===== src/rtl/serial_adder_pkg.sv =====
// Shared types for the bit-serial adder controller.
// State encoding for the sequencing FSM.
package serial_adder_pkg;

  typedef enum logic [1:0] {
    IDLE,
    RUN,
    DONE
  } state_e;

endpackage


===== src/rtl/serial_adder_ctrl_full_adder.sv =====
// Single-bit full adder cell shared across all bit
// positions by the serial controller.
module full_adder (
  input  logic a,
  input  logic b,
  input  logic cin,
  output logic s,
  output logic cout
);

  assign s    = a ^ b ^ cin;
  assign cout = (a & b) | (cin & (a ^ b));

endmodule


===== src/rtl/serial_adder_ctrl.sv =====
// Bit-serial WIDTH-bit adder: one full_adder, LSB first,
// valid/ready on both operand and result sides.
module serial_adder_ctrl
  import serial_adder_pkg::*;
#(
  parameter int WIDTH = 8
) (
  input  logic             clk,
  input  logic             rst_n,
  input  logic             in_valid,
  output logic             in_ready,
  input  logic [WIDTH-1:0] a,
  input  logic [WIDTH-1:0] b,
  input  logic             cin,
  output logic             out_valid,
  input  logic             out_ready,
  output logic [WIDTH-1:0] sum,
  output logic             cout,
  output logic             busy
);

  localparam int CW = $clog2(WIDTH + 1);

  state_e           state_q, state_d;
  logic [WIDTH-1:0] a_q, a_d;
  logic [WIDTH-1:0] b_q, b_d;
  logic [WIDTH-1:0] sum_q, sum_d;
  logic             c_q, c_d;
  logic [CW-1:0]    cnt_q, cnt_d;
  logic             fa_s, fa_c;

  full_adder u_fa (
    .a    (a_q[0]),
    .b    (b_q[0]),
    .cin  (c_q),
    .s    (fa_s),
    .cout (fa_c)
  );

  always_ff @(posedge clk) begin
    if (!rst_n) begin
      state_q <= IDLE;
      a_q     <= '0;
      b_q     <= '0;
      sum_q   <= '0;
      c_q     <= 1'b0;
      cnt_q   <= '0;
    end else begin
      state_q <= state_d;
      a_q     <= a_d;
      b_q     <= b_d;
      sum_q   <= sum_d;
      c_q     <= c_d;
      cnt_q   <= cnt_d;
    end
  end

  always_comb begin
    state_d = state_q;
    a_d     = a_q;
    b_d     = b_q;
    sum_d   = sum_q;
    c_d     = c_q;
    cnt_d   = cnt_q;
    case (state_q)
      IDLE: begin
        if (in_valid) begin
          state_d = RUN;
          a_d     = a;
          b_d     = b;
          c_d     = cin;
          cnt_d   = '0;
          sum_d   = '0;
        end
      end
      RUN: begin
        a_d   = a_q >> 1;
        b_d   = b_q >> 1;
        // Sum fills from the top so bit 0 lands last.
        sum_d = sum_q >> 1;
        sum_d[WIDTH-1] = fa_s;
        c_d   = fa_c;
        cnt_d = cnt_q + CW'(1);
        if (cnt_q == CW'(WIDTH - 1)) state_d = DONE;
      end
      DONE: begin
        if (out_ready) state_d = IDLE;
      end
      default: state_d = IDLE;
    endcase
  end

  assign in_ready  = (state_q == IDLE);
  assign busy      = (state_q == RUN);
  assign out_valid = (state_q == DONE);
  assign sum       = sum_q;
  assign cout      = c_q;

endmodule


===== config.mk =====
export PLATFORM = sky130hd
export DESIGN_NAME = serial_adder_ctrl
export DESIGN_NICKNAME = d
export VERILOG_FILES = /design/src/rtl/serial_adder_pkg.sv /design/src/rtl/serial_adder_ctrl_full_adder.sv /design/src/rtl/serial_adder_ctrl.sv
export SDC_FILE = /design/constraint.sdc
export NUM_CORES = 1
export LEC_CHECK = 0
export CORE_MARGIN = 10
export CORE_UTILIZATION = 48
export DETAILED_ROUTE_END_ITERATION = 10
export PLACE_DENSITY = 0.78
export SETUP_SLACK_MARGIN = 0.2
export SLEW_MARGIN = 20
export SYNTH_ARGS = -nofsm -noshare
export SYNTH_HDL_FRONTEND = slang
export SYNTH_SLANG_ARGS = --single-unit

===== constraint.sdc =====
create_clock -name clk -period 1.5 [get_ports clk]
set_input_delay 0.3 -clock clk [delete_from_list [all_inputs] [get_ports clk]]
set_output_delay 0.3 -clock clk [all_outputs]
set_load 0.02 [all_outputs]

; ---- Word-level counts from Yosys, hierarchy flattened
; Cells that the tools add are included.
[totals]
regBits = 31
out_inout_bits = 12
[op_classes]
eq_ne = 6
add_sub_neg = 1
reduce_logical = 4
bitwise_logic = 5
muxes = 14
[op_table]
columns = operator, n
row1 = case mux 8 bit (2 select lines), 3
row2 = 2-to-1 mux 8 bit, 3
row3 = case mux 4 bit (2 select lines), 1
row4 = 2-to-1 mux 2 bit, 3
row5 = case mux 2 bit (3 select lines), 1
row6 = adder 4 x 1 -> 4 bit (second input constant), 1
row7 = equality test 4 x 3 -> 1 bit (second input constant), 1
row8 = 2-to-1 mux 4 bit, 1
row9 = inequality test 2 x 1 -> 1 bit (second input constant), 2
row10 = AND reduction 3 bit, 1
row11 = bitwise AND 1 bit, 2
row12 = equality test 2 x 1 -> 1 bit (second input constant), 1
row13 = equality test 2 bit (second input constant), 1
row14 = logical NOT 2 bit, 1
row15 = inequality test 2 bit (second input constant), 1
row16 = case mux 1 bit (2 select lines), 1
row17 = AND reduction 2 bit, 1
row18 = nonzero test 2 bit, 1
row19 = bitwise XOR 1 bit, 2
row20 = 2-to-1 mux 1 bit, 1
row21 = bitwise OR 1 bit, 1

; ---- Longest topological paths before layout
; Gate-level depths: netlist of the first run.
[logic_depth]
ltp_word = 4
ltp_mapped = 5
depth_no_buf = 4

; ---- Hierarchy
; A second synthesis of the first run with hierarchy kept.
[unflattened]
hier_cells = 156
area_unflattened_um2 = 1401.3
[by_module_without_submodules]
columns = mod, cells_per_inst, seq_area_each_um2, instances, area_per_inst_um2
row1 = serial_adder_ctrl, 155, 620.6, 1, 1381.3
row2 = full_adder, 1, 0.0, 1, 20.0

; ---- Least setup slack after synthesis of the first run
; OpenSTA, ideal clock, no wires.
[synth_path]
path_type = register to register
startpoint = reg c_q (netlist: cout)
endpoint = reg c_q (netlist: cout)
arrival_ns = 1.338
required_time_ns = 1.414
synth_period_minus_slack_ns = 1.424
setup_slack_ns = 0.076
path_stages_with_launch = 5
path_buffers = 0
setup_ns = 0.086
cell_sequence = dfxtp_1 > inv_1 > fa_1 > o21a_1 > a221oi_2
[synth_via]
elab_chain_cells = 3
[synth_lines]
columns = item, line_no
row1 = from (decl), serial_adder_ctrl.sv:28  ; logic c_q, c_d;
row2 = from (signal assigned), serial_adder_ctrl.sv:46  ; c_q <= 1'b0;
row3 = from (signal assigned), serial_adder_ctrl.sv:53  ; c_q <= c_d;
row4 = bitwise AND 1 bit, serial_adder_ctrl_full_adder.sv:12  ; assign cout = (a & b) | (cin & (a ^ b));
row5 = bitwise OR 1 bit, serial_adder_ctrl_full_adder.sv:12
row6 = case mux 1 bit (2 select lines), serial_adder_ctrl.sv:65  ; case (state_q)
; Every way passes these cells.
; A chain may end at the register's enable or synchronous reset.

; ---- Worst setup path after layout of the first run
[layout_path]
startpoint = reg state_q[1]
endpoint = out busy
[layout_via]
elab_chain_cells = 1
[layout_lines]
columns = item, line_no
row1 = from (decl), serial_adder_ctrl.sv:24  ; state_e state_q, state_d;
row2 = from (signal assigned), serial_adder_ctrl.sv:49  ; state_q <= state_d;
row3 = equality test 2 x 1 -> 1 bit, serial_adder_ctrl.sv:94  ; assign busy = (state_q == RUN);
row4 = to (decl), serial_adder_ctrl.sv:19  ; output logic busy
; Every way passes these cells.

==> results of run 1 <==
-- logic make-up after synthesis --
| kind of cell | share of synthesized area (%) |
|---|---|
| AOI/OAI and AO/OA | 28.7 |
| adders and majority gates | 2.41 |
| buffers and inverters | 6.77 |
| DFF | 46.0 |
| and+or+nand+nor | 16.1 |
-- power by group through the flow --
stage          logic (uW)  clock network, uW  registers (uW)
2_1_floorplan         174                  0             916
3_3_place_gp          289                  0             916
3_5_place_dp          297                  0             918
4_1_cts               318                556             900
5_1_grt               378                597             908
6_report              344                542             902
-- final timing paths --
| kind | endpoint | slack (ps) | cells after the start |
|---|---|---|---|
| max | busy | 180 | 3 |
| max reg2reg | b_q[0]$_SDFFE_PN0P_ | 210 | 5 |
| min | b_q[0]$_SDFFE_PN0P_ | 480 | 2 |
| min reg2reg | b_q[0]$_SDFFE_PN0P_ | 480 | 2 |
-- timing repair --
action                     4_1_cts  5_1_grt
pin swaps                        1        4
resized for setup               49       24
setup buffers                    0        3
setup endpoints to repair       27       25
hold endpoints to repair         0        0
gates cloned                     1        2
-- worst reg2reg max path: cells and delay by family (launching register included) --
family / cells / cell delay [ps]
AOI/OAI and AO/OA: 3 / 520
DFF: 1 / 390
buffers and inverters: 2 / 300
-- placed cells by master, fill, tap and decap left out, drive strengths merged --
cell type | netlist | layout
dfxtp | 31 | 31
buf | 8 | 25
nor2 | 22 | 22
a21oi | 20 | 20
clkdlybuf4s50 | 0 | 19
nor2b | 10 | 10
clkbuf | 4 | 10
nand2 | 8 | 8
a22oi | 8 | 8
o221a | 8 | 8
o21ai | 5 | 5
inv | 5 | 5
o21ba | 1 | 3
a221oi | 2 | 2
a32oi | 2 | 2
o21a | 2 | 2
nand3 | 2 | 2
nand2b | 1 | 1
o21bai | 1 | 1
nand4b | 1 | 1
and3 | 1 | 1
a2bb2oi | 1 | 1
or3 | 1 | 1
a31oi | 1 | 1
o211a | 1 | 1
nor3 | 1 | 1
a211oi | 1 | 1
fa | 1 | 1
ha | 1 | 1
dlymetal6s2s | 0 | 1
-- sequential cells by signal, indices dropped and copies added (netlist names) --
name / cells
state_q: 2
sum: 8
cout: 1
b_q: 8
cnt_q: 4
a_q: 8
-- synth_stat cells, drive strengths merged --
master | count | area, um2
nand2b | 1 | 6.26
nor2 | 22 | 82.6
o211a | 1 | 10.0
fa | 1 | 20.0
o21ai | 5 | 25.0
dfxtp | 31 | 621
a21oi | 20 | 100
a32oi | 2 | 17.5
a221oi | 2 | 23.8
and3 | 1 | 6.26
a211oi | 1 | 12.5
o221a | 8 | 90.1
or3 | 1 | 6.26
nor3 | 1 | 5.00
inv | 5 | 18.8
o21bai | 1 | 7.51
buf | 8 | 57.6
nand4b | 1 | 8.76
nor2b | 10 | 62.6
o21a | 2 | 15.0
nand3 | 2 | 10.0
o21ba | 1 | 10.0
a2bb2oi | 1 | 8.76
a31oi | 1 | 6.26
ha | 1 | 12.5
nand2 | 8 | 30.0
a22oi | 8 | 60.1
clkbuf | 4 | 15.0
-- metrics by stage --
step	utilization [%]	setup WS, ps	cells	power [uW]
4_1_cts	69.1	168	221	1770
5_1_grt	70.1	123	226	1880
3_3_place_gp	64.0	-68.1	212	1200
3_5_place_dp	64.0	-177	212	1210
6_report	70.1	177	226	1790
2_1_floorplan	-	214	150	1090
-- cell type report --
type | instances | share of cell area, %
multi-input cells | 104 | 37.2
inverters | 5 | 1.12
flip-flops and latches | 31 | 33.3
clock buffers | 8 | 3.62
well taps | 31 | 2.04
repair buffers | 47 | 22.7
-- per-layer routing --
layer | track usage (%) | vias to the layer above
li1 | - | 632
met1 | 15.1 | 593
met2 | 20.4 | 32
met3 | 6.94 | 8
met4 | 5.70 | 0
met5 | 0 | -
==> flow_metrics.tcl, run 1 <==
set metrics [dict create \
    power.density_nw_per_um2 942 \
    crit_required_ps 1200 \
    wl_per_cell_um 16.1 \
    worstMarginPinSlew_ps 545 \
    synth_cells 150 \
    drcViolationCount 0 \
    switchingPower_uw 459 \
    min-delay-start "b_q[0]$_SDFFE_PN0P_" \
    tns_ps 0 \
    pwr-share-seq_pct 50.4 \
    max_slew_margin_pct 63.6 \
    cts_tree "done" \
    seq_area_um2 633 \
    cp_max_fo 5 \
    antenna_found_initial 0 \
    die_x_um 73.0 \
    drtIter0Drc 112 \
    synthesis.nets 173 \
    crit_path_start_kind "register" \
    avgSynthCellArea_um2 8.99 \
    slowest_delay_ps 370 \
    hold_violations 0 \
    multiInputGateArea_um2 707 \
    hold_buffers 0 \
    num-fill-cells 216 \
    cp_cell_sequence "nand2b_4 > inv_2 > buf_6" \
    grt_max_degree 18 \
    crit_start "state_q[1]$_SDFFE_PN0P_" \
    drive_gt1_share_pct 31.3 \
    finalWirelength_um 3630 \
    max_freq_mhz 756 \
    cts_sinks 31 \
    cts-root-buf "clkbuf_4" \
    ys_seq_area_share_pct 46.0 \
    place_area_um2 1730 \
    viasPerCell 5.60 \
    p_comb_share_pct 19.2 \
    area_delta_synth_final_pct 40.8 \
    crit_arrival_ps 1020 \
    die_h_um 73.0 \
    p_leak_uw 0.000792 \
    routed.top_layer "met4" \
    setup_violations 0 \
    start_util_pct 49.8 \
    p_int_uw 1330 \
    first_pass_iters 4 \
    dr_wl_met2_um 1860 \
    crit_type "reg -> out" \
    cts_buffer_depth 2 \
    fin_area_um2 1900 \
    antenna_left 0 \
    cp_top_family "flip-flops" \
    n_antenna_cell 0 \
    drt-met1-wl_um 1490 \
    core-area_um2 2710 \
    clkTransAtPathRegs_ps 90 \
    post-dp-hpwl_um 2380 \
    synth_warnings 0 \
    finalCritPeriodShare_pct 88.2 \
    timing.hold.ws_ps 485 \
    synth.distinct_cells 33 \
    cp_num_buf_inv 2 \
    ys_seq_elements 31 \
    critical-path-slowest-cell "dfxtp_4" \
    rsz0062_at_grt "yes" \
    maxSlewViolCount 0 \
    num_rows 19 \
    period_needed_ps 1320 \
    clock_latency_ps 320 \
    wl_met3_um 214 \
    finalNetCount 217 \
    timing.rr.start "state_q[0]$_SDFFE_PN0P_" \
    holdCritPathClass "reg -> reg" \
    maxCapViolCount 0 \
    peakVddDrop_uv 987 \
    clkPwrFrac_pct 30.3 \
    end_kind "output port" \
    gr-total-overflow 0 \
    numCtsBuffers 5 \
    grt.total_usage_pct 13.4 \
    status "finished, final reports clean" \
    grt_pass1_vias 1183 \
    gp_congestion 0.712 \
    grt_pass1_wl_um 5660 \
    fin_worst_skew_ps 3.89 \
    p_sw_share_pct 25.6 \
    routed-via-count 1265 \
    portBuffers 32 \
    die_area_um2 5330 \
    htreeDepth 2 \
    syn-cell-area_um2 1350 \
    io_pins 33 \
]
Power figures use the tool's default switching activity.
==> run 2: changes to the inputs <==
RECOVER_POWER = 100   (was not set)
==> flow_metrics.tcl, run 2 (synthesis gave the netlist of run 1 again) <==
set metrics [dict create \
    status "finished, final reports clean" \
    crit_required_ps 1200 \
    switchingPower_uw 452 \
    grt_pass1_wl_um 5660 \
    max_slew_margin_pct 65.2 \
    die_area_um2 5330 \
    maxCapViolCount 0 \
    post-dp-hpwl_um 2380 \
    portBuffers 32 \
    n_antenna_cell 0 \
    fin_area_um2 1830 \
    gp_congestion 0.712 \
    holdCritPathClass "reg -> reg" \
    die_x_um 73.0 \
    place_area_um2 1730 \
    first_pass_iters 5 \
    crit_path_start_kind "register" \
    clock_latency_ps 320 \
    timing.rr.start "state_q[0]$_SDFFE_PN0P_" \
    power.density_nw_per_um2 960 \
    fin_worst_skew_ps 4.48 \
    reg2reg_to "cout$_SDFFE_PN0P_" \
    p_leak_uw 0.000745 \
    period_needed_ps 1360 \
    maxSlewViolCount 0 \
    finalCritPeriodShare_pct 90.7 \
    gr-total-overflow 0 \
    io_pins 33 \
    cts-root-buf "clkbuf_4" \
    htreeDepth 2 \
    slowest_delay_ps 370 \
    grt_pass1_vias 1183 \
    pwr-share-seq_pct 51.2 \
    layout_commonest_cell "dfxtp_1" \
    drcViolationCount 0 \
    r2r_setup_slack_ps 160 \
    viasPerCell 5.57 \
    hold_depth 2 \
    end_kind "output port" \
    p_int_uw 1310 \
    numCtsBuffers 5 \
    core-area_um2 2710 \
    p_sw_share_pct 25.6 \
    tns_ps 0 \
    final_cell_mix "dfxtp_1 (27), nor2_1 (22), a21oi_1 (20), clkdlybuf4s50_1 (19), buf_4 (11)" \
    clkTransAtPathRegs_ps 90 \
    crit_arrival_ps 1060 \
    hold_violations 0 \
    drtIter0Drc 97 \
    wl_per_cell_um 16.0 \
    num-fill-cells 233 \
    p_comb_share_pct 18.0 \
    grt_max_degree 18 \
    worstMarginPinSlew_ps 521 \
    cp_cell_sequence "nand2b_4 > inv_2 > clkbuf_2" \
    rsz0062_at_grt "yes" \
    finalNetCount 217 \
    cts_buffer_depth 2 \
    reg2regPathDepth 4 \
    setup_violations 0 \
    cts_sinks 31 \
    cp_num_buf_inv 2 \
    drive_gt1_share_pct 23.1 \
    area_delta_synth_final_pct 35.9 \
    min_to "b_q[0]$_SDFFE_PN0P_" \
    start_util_pct 49.8 \
    crit_type "reg -> out" \
    antenna_left 0 \
    die_h_um 73.0 \
    max_freq_mhz 735 \
    finalWirelength_um 3620 \
    num_rows 19 \
    antenna_found_initial 0 \
    hold_buffers 0 \
    cp_top_family "flip-flops" \
    min-delay-start "b_q[0]$_SDFFE_PN0P_" \
    clkPwrFrac_pct 30.8 \
    critical-path-slowest-cell "dfxtp_4" \
    routed-via-count 1259 \
    cts_tree "done" \
    cp_max_fo 5 \
    peakVddDrop_uv 985 \
    grt.total_usage_pct 13.4 \
]
## run 2: worst max-delay path by stage
stage / startpoint / endpoint / slack, ps / depth (start not counted)
2_1_floorplan: cout$_SDFFE_PN0P_ / cout$_SDFFE_PN0P_ / 210 / 4
3_3_place_gp: in_valid / cout$_SDFFE_PN0P_ / -70 / 4
3_5_place_dp: in_valid / b_q[0]$_SDFFE_PN0P_ / -180 / 5
4_1_cts: state_q[1]$_SDFFE_PN0P_ / busy / 170 / 3
5_1_grt: state_q[0]$_SDFFE_PN0P_ / cout$_SDFFE_PN0P_ / 80 / 4
6_report: state_q[1]$_SDFFE_PN0P_ / busy / 140 / 3
## run 2: repair_timing
item,in CTS,in global routing
gates resized for setup,49,24
cloned,1,2
buffers inserted,0,3
endpoints found under the setup margin,27,25
pin swaps,1,4
## run 2: through the flow
| stage | total power, uW | hold slack, ps | worst slack (ps) | util [%] | std cells |
|---|---|---|---|---|---|
| floorplan | 1090 | 434 | 214 | - | 150 |
| finish | 1760 | 499 | 140 | 67.6 | 226 |
| CTS | 1770 | 503 | 168 | 69.1 | 221 |
| detailed placement | 1210 | 489 | -177 | 64.0 | 212 |
| global route | 1850 | 512 | 76.0 | 67.6 | 226 |
| global placement | 1200 | 471 | -68.1 | 64.0 | 212 |
## run 2: tightest hold or removal path: stages, from the launching register on
cell	delay, ps
dfxtp_1	320
inv_2	60
a221oi_1	70
## run 2: routing by layer
layer  GRT usage [%]  vias to the layer above  share of wire, %
met5               0                        -                 0
met4            5.70                        0               1.5
met3            6.94                        7               6.8
met2            20.4                       38                50
met1            15.1                      583                41
li1                -                      631                 -
## run 2: cell type report
cell class / count / area, um2 / share of cell area [%]
multi-input combinational: 104 / 683 / 37.3
sequential: 31 / 633 / 34.5
timing repair buffer: 47 / 388 / 21.2
clock buffer: 8 / 68.8 / 3.75
tap: 31 / 38.8 / 2.12
inverter: 5 / 21.3 / 1.16
## run 2: power groups by stage
stage | Clock, uW | Sequential, uW | Combinational (uW)
floorplan | 0 | 916 | 174
global placement | 0 | 916 | 289
detailed placement | 0 | 918 | 297
CTS | 556 | 900 | 318
global route | 597 | 907 | 350
finish | 542 | 901 | 317
==> run 3: changes to the inputs <==
ABC_AREA = 1   (was not set)
CORE_UTILIZATION = 50   (was 48)
GPL_TIMING_DRIVEN = 0   (was not set)
HOLD_SLACK_MARGIN = 0.12   (was not set)
==> flow_metrics.tcl, run 3 <==
set metrics [dict create \
    start_util_pct 52.2 \
    die_h_um 76.2 \
    p_sw_share_pct 30.0 \
    ys_seq_area_share_pct 39.3 \
    finalNetCount 283 \
    cts-root-buf "clkbuf_4" \
    post-dp-hpwl_um 2540 \
    antenna_found_initial 0 \
    p_comb_share_pct 22.9 \
    viasPerCell 4.83 \
    layout_commonest_cell "nand2_1" \
    maxCapViolCount 0 \
    clock_latency_ps 340 \
    synth_warnings 0 \
    peakVddDrop_uv 515 \
    synth_edf_count 0 \
    area_delta_synth_final_pct 35.5 \
    crit_path_start_kind "register" \
    worstMarginPinSlew_ps 468 \
    core-area_um2 3030 \
    timing.rr.start "state_q[0]$_SDFFE_PN0P_" \
    synthesis.nets 239 \
    crit_type "reg -> out" \
    place_area_um2 1940 \
    first_pass_iters 4 \
    finalCritPeriodShare_pct 97.4 \
    portBuffers 30 \
    numCtsBuffers 5 \
    synth.distinct_cells 25 \
    gp_congestion 0.794 \
    power.total_uw 1780 \
    crit_arrival_ps 1160 \
    seq_area_um2 636 \
    gr-total-overflow 0 \
    synth-async-reset-ratio_pct 0 \
    synth_cells 216 \
    cts_sinks 31 \
    finalWirelength_um 3930 \
    antenna_left 0 \
    n_antenna_cell 0 \
    power.density_nw_per_um2 830 \
    p_int_uw 1240 \
    drive_gt1_share_pct 34.1 \
    syn-cell-area_um2 1580 \
    synth.top_cell.area_share_pct 39.3 \
    pwr-share-seq_pct 50.4 \
    rsz0062_at_grt "yes" \
    multiInputGateArea_um2 825 \
    end_kind "output port" \
    cp_max_fo 5 \
    drcViolationCount 0 \
    maxSlewViolCount 0 \
    synth.most_common_cell "nand2_1" \
    drtIter0Drc 93 \
    num_rows 20 \
    grt_pass1_vias 1315 \
    hold_violations 0 \
    crit_start "state_q[0]$_SDFFE_PN0P_" \
    die_x_um 76.2 \
    dp.cells 290 \
    max_slew_margin_pct 68.8 \
    final_cell_mix "nand2_1 (35), nand3_1 (31), dfxtp_1 (25), inv_1 (24), clkdlybuf4s50_1 (18)" \
    switchingPower_uw 532 \
    grt.total_usage_pct 13.1 \
    timing.hold.ws_ps 362 \
    routed-via-count 1474 \
    wl_per_cell_um 12.9 \
    cts_tree "done" \
    cts_buffer_depth 2 \
    setup_violations 0 \
    tns_ps 0 \
    max_freq_mhz 685 \
    final_cells 305 \
    htreeDepth 2 \
    synth_top_cells_by_count "nand2_1 (44), nand3_1 (35), dfxtp_1 (31)" \
    die_area_um2 5810 \
    clkTransAtPathRegs_ps 90 \
    hold_buffers 0 \
    fin_area_um2 2140 \
    status "finished, final reports clean" \
    grt_pass1_wl_um 6350 \
    synthTopCellsByArea "dfxtp_1 (39%), nand3_1 (11%), nand2_1 (10%)" \
    grt_max_degree 11 \
    clkPwrFrac_pct 26.7 \
    synth-main-ff-cell "dfxtp_1" \
    crit_required_ps 1200 \
    io_pins 33 \
    num-fill-cells 269 \
    synth_largest_area_cell "dfxtp_1" \
    min-delay-start "rst_n" \
    p_leak_uw 0.000969 \
    fin_worst_skew_ps 5.34 \
    avgSynthCellArea_um2 7.32 \
    ys_seq_elements 31 \
    period_needed_ps 1460 \
    holdCritPathClass "in -> reg" \
]
## run 3: cell types whose count changed in the layout (fill, tap and decap cells not counted), sizes merged, moves of 8 or more
cell,change
o221a,-8
nand3,+33
nand2,+49
a22oi,-8
buf,+9
clkbuf,-10
nor2b,-10
inv,+25
## run 3: cells by family after synthesis
family,Yosys count,synth area share [%]
simple gates,115,34.6
flops,31,39.3
buf+inv,42,13.9
compound gates,26,10.1
fa+ha+maj,2,2.06
## run 3: what timing repair did
action,4_1_cts,5_1_grt
endpoints found under the setup margin,13,9
cloned,0,1
setup buffers,5,1
gates resized for setup,55,31
pin swaps,4,14
## run 3: worst max-delay path, stage by stage (launching register included)
cell and delay (ps):
dfxtp_4 360, buf_8 120, inv_4 40, nor2_4 90, buf_6 110, buf_6 100
## run 3: per-layer routing
metal | global-route usage, % | vias up | wire length [um]
li1 | - | 766 | -
met1 | 16.2 | 668 | 1770
met2 | 20.5 | 30 | 1930
met3 | 4.13 | 10 | 127
met4 | 5.02 | 0 | 102
met5 | 0 | - | 0
## run 3: area by class of cell
cell class                      instances  area share (%)
Multi-Input combinational cell        143            38.5
Sequential cell                        31            29.7
Timing Repair Buffer                   37            16.2
Inverter                               31            5.73
Buffer                                 11            4.91
Tap cell                               44            2.57
Clock buffer                            7            2.10
Clock inverter                          1           0.234
## run 3: worst paths after layout
check	slack (ps)	to	cells after the start
worst max register to register	190	b_q[6]$_SDFFE_PN0P_	10
worst max-delay path	40	busy	5
worst min register to register	470	sum[0]$_SDFFE_PN0P_	2
worst min-delay path	360	a_q[1]$_SDFFE_PN0P_	3
## run 3: through the flow
step | utilization [%] | setup WS (ps)
2_1_floorplan | - | 208
3_3_place_gp | 64.1 | -373
3_5_place_dp | 64.1 | -378
4_1_cts | 67.0 | 22.6
5_1_grt | 70.7 | -20.8
6_report | 70.7 | 39.6
## run 3: power groups by stage
stage	combinational, uW	clock (uW)	sequential (uW)
6_report	407	474	895
5_1_grt	447	523	900
4_1_cts	367	478	889
3_5_place_dp	343	0	911
3_3_place_gp	339	0	910
2_1_floorplan	224	0	912
